===== config.mk =====
export PLATFORM = sky130hd
export DESIGN_NAME = move_sequence_player
export DESIGN_NICKNAME = d
export VERILOG_FILES = /design/src/rtl/move_sequence_player.sv
export SDC_FILE = /design/constraint.sdc
export NUM_CORES = 1
export LEC_CHECK = 0
export CAP_MARGIN = 30
export CORE_UTILIZATION = 56
export DETAILED_ROUTE_END_ITERATION = 10
export PLACE_DENSITY = 0.76
export SYNTH_ARGS = -nofsm -noshare
export SYNTH_HDL_FRONTEND = slang
export SYNTH_SLANG_ARGS = --single-unit

===== constraint.sdc =====
create_clock -name i_Clk -period 2.8 [get_ports i_Clk]
set_input_delay 0.56 -clock i_Clk [delete_from_list [all_inputs] [get_ports i_Clk]]
set_output_delay 0.56 -clock i_Clk [all_outputs]
set_load 0.05 [all_outputs]

===== src/rtl/move_sequence_player.sv =====
// Plays a stored table of block moves to a motor driver, one handshake at a time.
// Optional per-move watchdog enabled by defining SEQ_TIMEOUT_EN.
module move_sequence_player #(
  parameter int MAX_MOVES      = 16,
  parameter int BLK_W          = 5,
  parameter int TIMEOUT_CYCLES = 50_000_000
) (
  input  logic                         i_Clk,
  input  logic                         i_rst_n,
  input  logic                         i_wr_en,
  input  logic [$clog2(MAX_MOVES)-1:0] i_wr_addr,
  input  logic [BLK_W-1:0]             i_wr_start,
  input  logic [BLK_W-1:0]             i_wr_end,
  input  logic [$clog2(MAX_MOVES):0]   i_num_moves,
  input  logic                         i_start,
  input  logic                         i_abort,
  output logic                         o_mv_en,
  output logic [BLK_W-1:0]             o_mv_start,
  output logic [BLK_W-1:0]             o_mv_end,
  input  logic                         i_mv_done,
  output logic                         o_busy,
  output logic                         o_done,
  output logic                         o_aborted,
  output logic                         o_timeout,
  output logic [$clog2(MAX_MOVES):0]   o_move_idx
);

  localparam int IDX_W = $clog2(MAX_MOVES);
  localparam int CNT_W = IDX_W + 1;

  typedef enum logic [2:0] {S_IDLE, S_ISSUE, S_WAIT, S_DRAIN, S_DONE} state_t;

  state_t               state_q, next_state;
  logic [2*BLK_W-1:0]   move_tab [MAX_MOVES];
  logic [CNT_W-1:0]     num_q, num_d, n_eff, idx_inc, idx_d;
  logic                 mv_en_d, done_d, busy_d, aborted_d;
  logic [BLK_W-1:0]     mv_start_d, mv_end_d;
  logic                 timeout_hit;

  assign n_eff   = (i_num_moves > CNT_W'(MAX_MOVES)) ? CNT_W'(MAX_MOVES) : i_num_moves;
  assign idx_inc = o_move_idx + CNT_W'(1);

  // NOTE: the move table has no reset; it is plain storage and resetting it would block RAM inference.
  always_ff @(posedge i_Clk) begin
    if (i_wr_en && state_q == S_IDLE)
      move_tab[i_wr_addr] <= {i_wr_start, i_wr_end};
  end

`ifdef SEQ_TIMEOUT_EN
  localparam int WD_W = $clog2(TIMEOUT_CYCLES + 1);

  logic [WD_W-1:0] wd_cnt;
  logic            timeout_fire;

  assign timeout_hit  = (wd_cnt >= WD_W'(TIMEOUT_CYCLES - 1));
  assign timeout_fire = timeout_hit && !i_mv_done && (state_q == S_WAIT || state_q == S_DRAIN);

  // Counter restarts on every issued move so the limit applies per move, not per sequence.
  always_ff @(posedge i_Clk or negedge i_rst_n) begin
    if (!i_rst_n) begin
      wd_cnt    <= '0;
      o_timeout <= 1'b0;
    end else begin
      if (state_q == S_ISSUE)
        wd_cnt <= '0;
      else if (state_q == S_WAIT || state_q == S_DRAIN)
        wd_cnt <= wd_cnt + WD_W'(1);
      if (state_q == S_IDLE && i_start)
        o_timeout <= 1'b0;
      else if (timeout_fire)
        o_timeout <= 1'b1;
    end
  end
`else
  logic unused_timeout_cfg;
  assign unused_timeout_cfg = (TIMEOUT_CYCLES != 0);
  assign timeout_hit        = 1'b0;
  assign o_timeout          = 1'b0;
`endif

  // NOTE: state and outputs use non-blocking assignments so every flop samples pre-edge values.
  always_ff @(posedge i_Clk or negedge i_rst_n) begin
    if (!i_rst_n) state_q <= S_IDLE;
    else          state_q <= next_state;
  end

  // NOTE: next_state gets a default first so no path leaves it unassigned and infers a latch.
  always_comb begin
    next_state = state_q;
    unique case (state_q)
      S_IDLE:  if (i_start) next_state = (n_eff == '0) ? S_DONE : S_ISSUE;
      S_ISSUE: next_state = i_abort ? S_DRAIN : S_WAIT;
      S_WAIT: begin
        if (i_mv_done)        next_state = (i_abort || idx_inc == num_q) ? S_DONE : S_ISSUE;
        else if (timeout_hit) next_state = S_DONE;
        else if (i_abort)     next_state = S_DRAIN;
      end
      S_DRAIN: if (i_mv_done || timeout_hit) next_state = S_DONE;
      S_DONE:  next_state = S_IDLE;
      default: next_state = S_IDLE;
    endcase
  end

  // Strobes are registered from the current state, so o_mv_en and o_done trail their state by one cycle.
  always_comb begin
    mv_en_d    = (state_q == S_ISSUE);
    done_d     = (state_q == S_DONE);
    busy_d     = (next_state == S_ISSUE) || (next_state == S_WAIT) || (next_state == S_DRAIN);
    mv_start_d = o_mv_start;
    mv_end_d   = o_mv_end;
    idx_d      = o_move_idx;
    aborted_d  = o_aborted;
    num_d      = num_q;
    unique case (state_q)
      S_IDLE: if (i_start) begin
        num_d     = n_eff;
        idx_d     = '0;
        aborted_d = 1'b0;
      end
      S_ISSUE: {mv_start_d, mv_end_d} = move_tab[o_move_idx[IDX_W-1:0]];
      S_WAIT: begin
        if (i_mv_done) begin
          idx_d = idx_inc;
          if (i_abort) aborted_d = 1'b1;
        end else if (timeout_hit) begin
          aborted_d = 1'b1;
        end
      end
      S_DRAIN: begin
        if (i_mv_done) begin
          idx_d     = idx_inc;
          aborted_d = 1'b1;
        end else if (timeout_hit) begin
          aborted_d = 1'b1;
        end
      end
      default: ;
    endcase
  end

  always_ff @(posedge i_Clk or negedge i_rst_n) begin
    if (!i_rst_n) begin
      o_mv_en    <= 1'b0;
      o_mv_start <= '0;
      o_mv_end   <= '0;
      o_busy     <= 1'b0;
      o_done     <= 1'b0;
      o_aborted  <= 1'b0;
      o_move_idx <= '0;
      num_q      <= '0;
    end else begin
      o_mv_en    <= mv_en_d;
      o_mv_start <= mv_start_d;
      o_mv_end   <= mv_end_d;
      o_busy     <= busy_d;
      o_done     <= done_d;
      o_aborted  <= aborted_d;
      o_move_idx <= idx_d;
      num_q      <= num_d;
    end
  end

endmodule


==> reports/metrics.yaml <==
outcome:
  status: "completed"
critical_path:
  path_max_fanout: 23
  cp-end-kind: "output pin"
  r2r_end: "move_tab[0][0]"
  crit_buf_inv: 1
  r2r_start: "state_q[1]"
  slowest_delay_ns: 0.89
  reg2reg_setup_slack_ns: 0.62
  path_class: "flip-flop to output pin"
  start_kind: "flip-flop"
  cp_top_family: "buffers and inverters"
  slowest_stage: "clkdlybuf4s50_1"
  critPathArrivalTime_ns: 1.98
  r2r_cells: 5
  path_cells: "clkdlybuf4s50_1"
  cp.required_ns: 2.24
sta:
  timing.final.crit_period_ns: 2.54
  period_share_pct: 90.6
  relSlewSlack_pct: 56.9
  tns_ns: 0
  setup_violations: 0
  rsz0062_at_grt: "false"
  whs_ns: 0.506
  fin_skew_ns: 0.00464
  fmax_mhz: 394
  hold_violations: 0
  drv_slew: 0
  max_slew.worst_pin.slew_ns: 0.644
clock_network:
  h-tree-depth: 4
  clk-insertion-delay-late_ns: 0.43
  ctsResizeCount: 0
  postCtsSetupBuffers: 0
  ctsHoldBuffers: 0
  clock-sinks: 187
  cts.root.buffer_cell: "clkbuf_16"
  cts_buffer_depth: 2
  path_clk_slew_ns: 0.06
  numCtsBuffers: 17
  cts_tree: "built"
die:
  io_pins: 45
  dieArea_sq_um: 14100
  dieHeight_microns: 119
  rows: 42
  core-area_sq_um: 13200
  fp.dieW_microns: 119
  initial_utilization_pct: 57.5
synth:
  synth_top_area_share_pct: 63.1
  yosysTopAreaCell: "edfxtp_1"
  synth-seq-area-share_pct: 72.0
  synth_edf_count: 160
  synth_seq_cells: 187
  ys_top_cells_by_area: "edfxtp_1, dfrtp_1, mux4_2"
  synth_cells: 416
  syn_area_per_cell_sq_um: 18.3
  ys.flop_type: "edfxtp_1"
  synth_cell_types: 50
  async_flop_share_pct: 14.4
  yosys_warnings: 0
  syn_area_sq_um: 7610
  synth_nets: 442
power_and_ir_drop:
  power_frac_clock_pct: 29.2
  cell_internal_pwr_mw: 5.69
  power_frac_seq_pct: 42.1
  combPwrFrac_pct: 28.7
  sw_frac_of_total_pct: 30.5
  leakagePower_nw: 2.99
  max-vdd-ir-drop_uv: 554
  p_switching_mw: 2.49
  powerDensity_nw_per_um2: 917
detailed_routing:
  firstDrtPassIters: 5
  drc_errors: 0
  finalWirelength_microns: 15100
  vias: 4058
  viasPerCell: 6.06
  drt_iter0_markers: 371
  drtAntennaViolNets: 0
  wl_per_cell_microns: 22.5
hold_path:
  hold_end: "num_q[2]"
  min_path_cells: 2
  hold_path_startpoint: "num_q[2]"
  min_path_type: "flip-flop to flip-flop"
final_layout:
  n_fill_cell: 884
  insertedDiodeCount: 0
  drive_gt1_share_pct: 20.6
  nNetsFinal: 507
  areaGrowthSynthToFinish_pct: 17.3
global_route:
  grt_max_degree: 57
  grt_first_pass_wirelength_microns: 23400
  grt_use_total_pct: 23.4
  antenna_found_initial: 0
  overflow: 0
  grt_pass1_vias: 4110
run:
  maxCapViolations: 0
placement:
  gp_congestion: 0.875
  io_buffers: 43
  dp_hpwl_microns: 9440
-- state kept, by name, summed over array words and instances, names as in the netlist --
signal and cells:
o_done 1, o_mv_start 5, o_mv_en 1, o_busy 1, o_move_idx 5, state_q 3, o_aborted 1, move_tab 160
num_q 5, o_mv_end 5
-- metal layers --
metal	share of wire, %	track usage [%]	up-vias
met5	0	0	-
met4	1.9	9.18	0
met3	5.4	4.68	21
met2	51	38.2	145
met1	41	31.4	2098
li1	-	-	1794
-- worst min-delay path: cells and delay by family (launching register included) --
family | cells | cell delay, ns
flops | 1 | 0.35
compound gates | 1 | 0.07
simple gates | 1 | 0.05
-- cell usage in the layout (no fill, tap or decap), types with 5 or more instances in the layout --
cell / instances
buf_4: 21
nand2b_1: 7
o21ai_0: 16
edfxtp_1: 160
xnor2_1: 5
clkdlybuf4s50_1: 42
a21o_1: 6
mux4_1: 10
a211oi_1: 5
o22a_1: 6
nor2_1: 21
nand2_1: 12
mux2i_1: 17
a31oi_1: 6
dfrtp_1: 25
o21bai_1: 7
mux4_2: 18
nor2b_1: 6
o22ai_1: 5
mux2_2: 20
clkbuf_16: 17
-- per-stage QoR --
stage / utilization, % / power [mW] / instances / area, sq um / setup WS [ns]
floorplan: - / 5.21 / 416 / 7610 / 0.475
global placement: 62.9 / 5.80 / 638 / 8330 / 0.588
detailed placement: 62.9 / 5.85 / 638 / 8330 / 0.549
CTS: 67.4 / 8.23 / 670 / 8930 / 0.249
global route: 67.4 / 8.50 / 670 / 8930 / 0.201
finish: 67.4 / 8.18 / 670 / 8930 / 0.263
-- cell usage after synthesis, types with 6 or more instances --
| cell type | n |
|---|---|
| nor2_1 | 21 |
| o21bai_1 | 7 |
| o21ai_0 | 16 |
| mux2_2 | 20 |
| mux2i_1 | 17 |
| dfrtp_1 | 27 |
| a21o_1 | 6 |
| mux4_2 | 18 |
| mux4_1 | 10 |
| o22a_1 | 6 |
| edfxtp_1 | 160 |
| nor2b_1 | 6 |
| nand2b_1 | 7 |
| a31oi_1 | 6 |
| nand2_1 | 12 |
| buf_2 | 6 |
-- worst max-delay path by stage --
stage / end / cells past startpoint / start / slack (ns)
CTS: o_move_idx[1] / 1 / o_move_idx[1] / 0.25
floorplan: move_tab[0][0] / 5 / state_q[1] / 0.48
finish: o_move_idx[1] / 1 / o_move_idx[1] / 0.26
detailed placement: move_tab[0][0] / 5 / i_wr_en / 0.55
global route: o_move_idx[1] / 1 / o_move_idx[1] / 0.20
global placement: move_tab[0][6] / 5 / i_wr_en / 0.59
-- power by group through the flow --
stage	logic (mW)	registers, mW	clock network [mW]
global route	2.50	3.47	2.52
floorplan	1.44	3.77	0
global placement	2.30	3.49	0
detailed placement	2.35	3.50	0
finish	2.35	3.45	2.39
CTS	2.37	3.45	2.41
-- cell type report --
type	instances	area [sq um]	area share, %
clock buffer	20	447	5.00
clock inverter	12	148	1.65
inverter	3	11.3	0.126
multi-input combinational	207	2000	22.4
sequential	187	5480	61.4
tap	176	220	2.47
timing repair buffer	65	618	6.92
-- logic make-up (layout without fill, tap and decap cells) --
family | count (synthesis) | in the layout | share of synthesized area (%)
DFF | 187 | 187 | 72.0
AOI/OAI and AO/OA | 62 | 62 | 5.87
adders and majority gates | 1 | 1 | 0.164
buffers and inverters | 22 | 100 | 1.89
muxes | 65 | 65 | 14.0
xor gates and xnor gates | 8 | 8 | 1.10
and+or+nand+nor | 70 | 70 | 4.92
other | 1 | 1 | 0.0493
No activity file was read; power rests on OpenSTA's default activity.
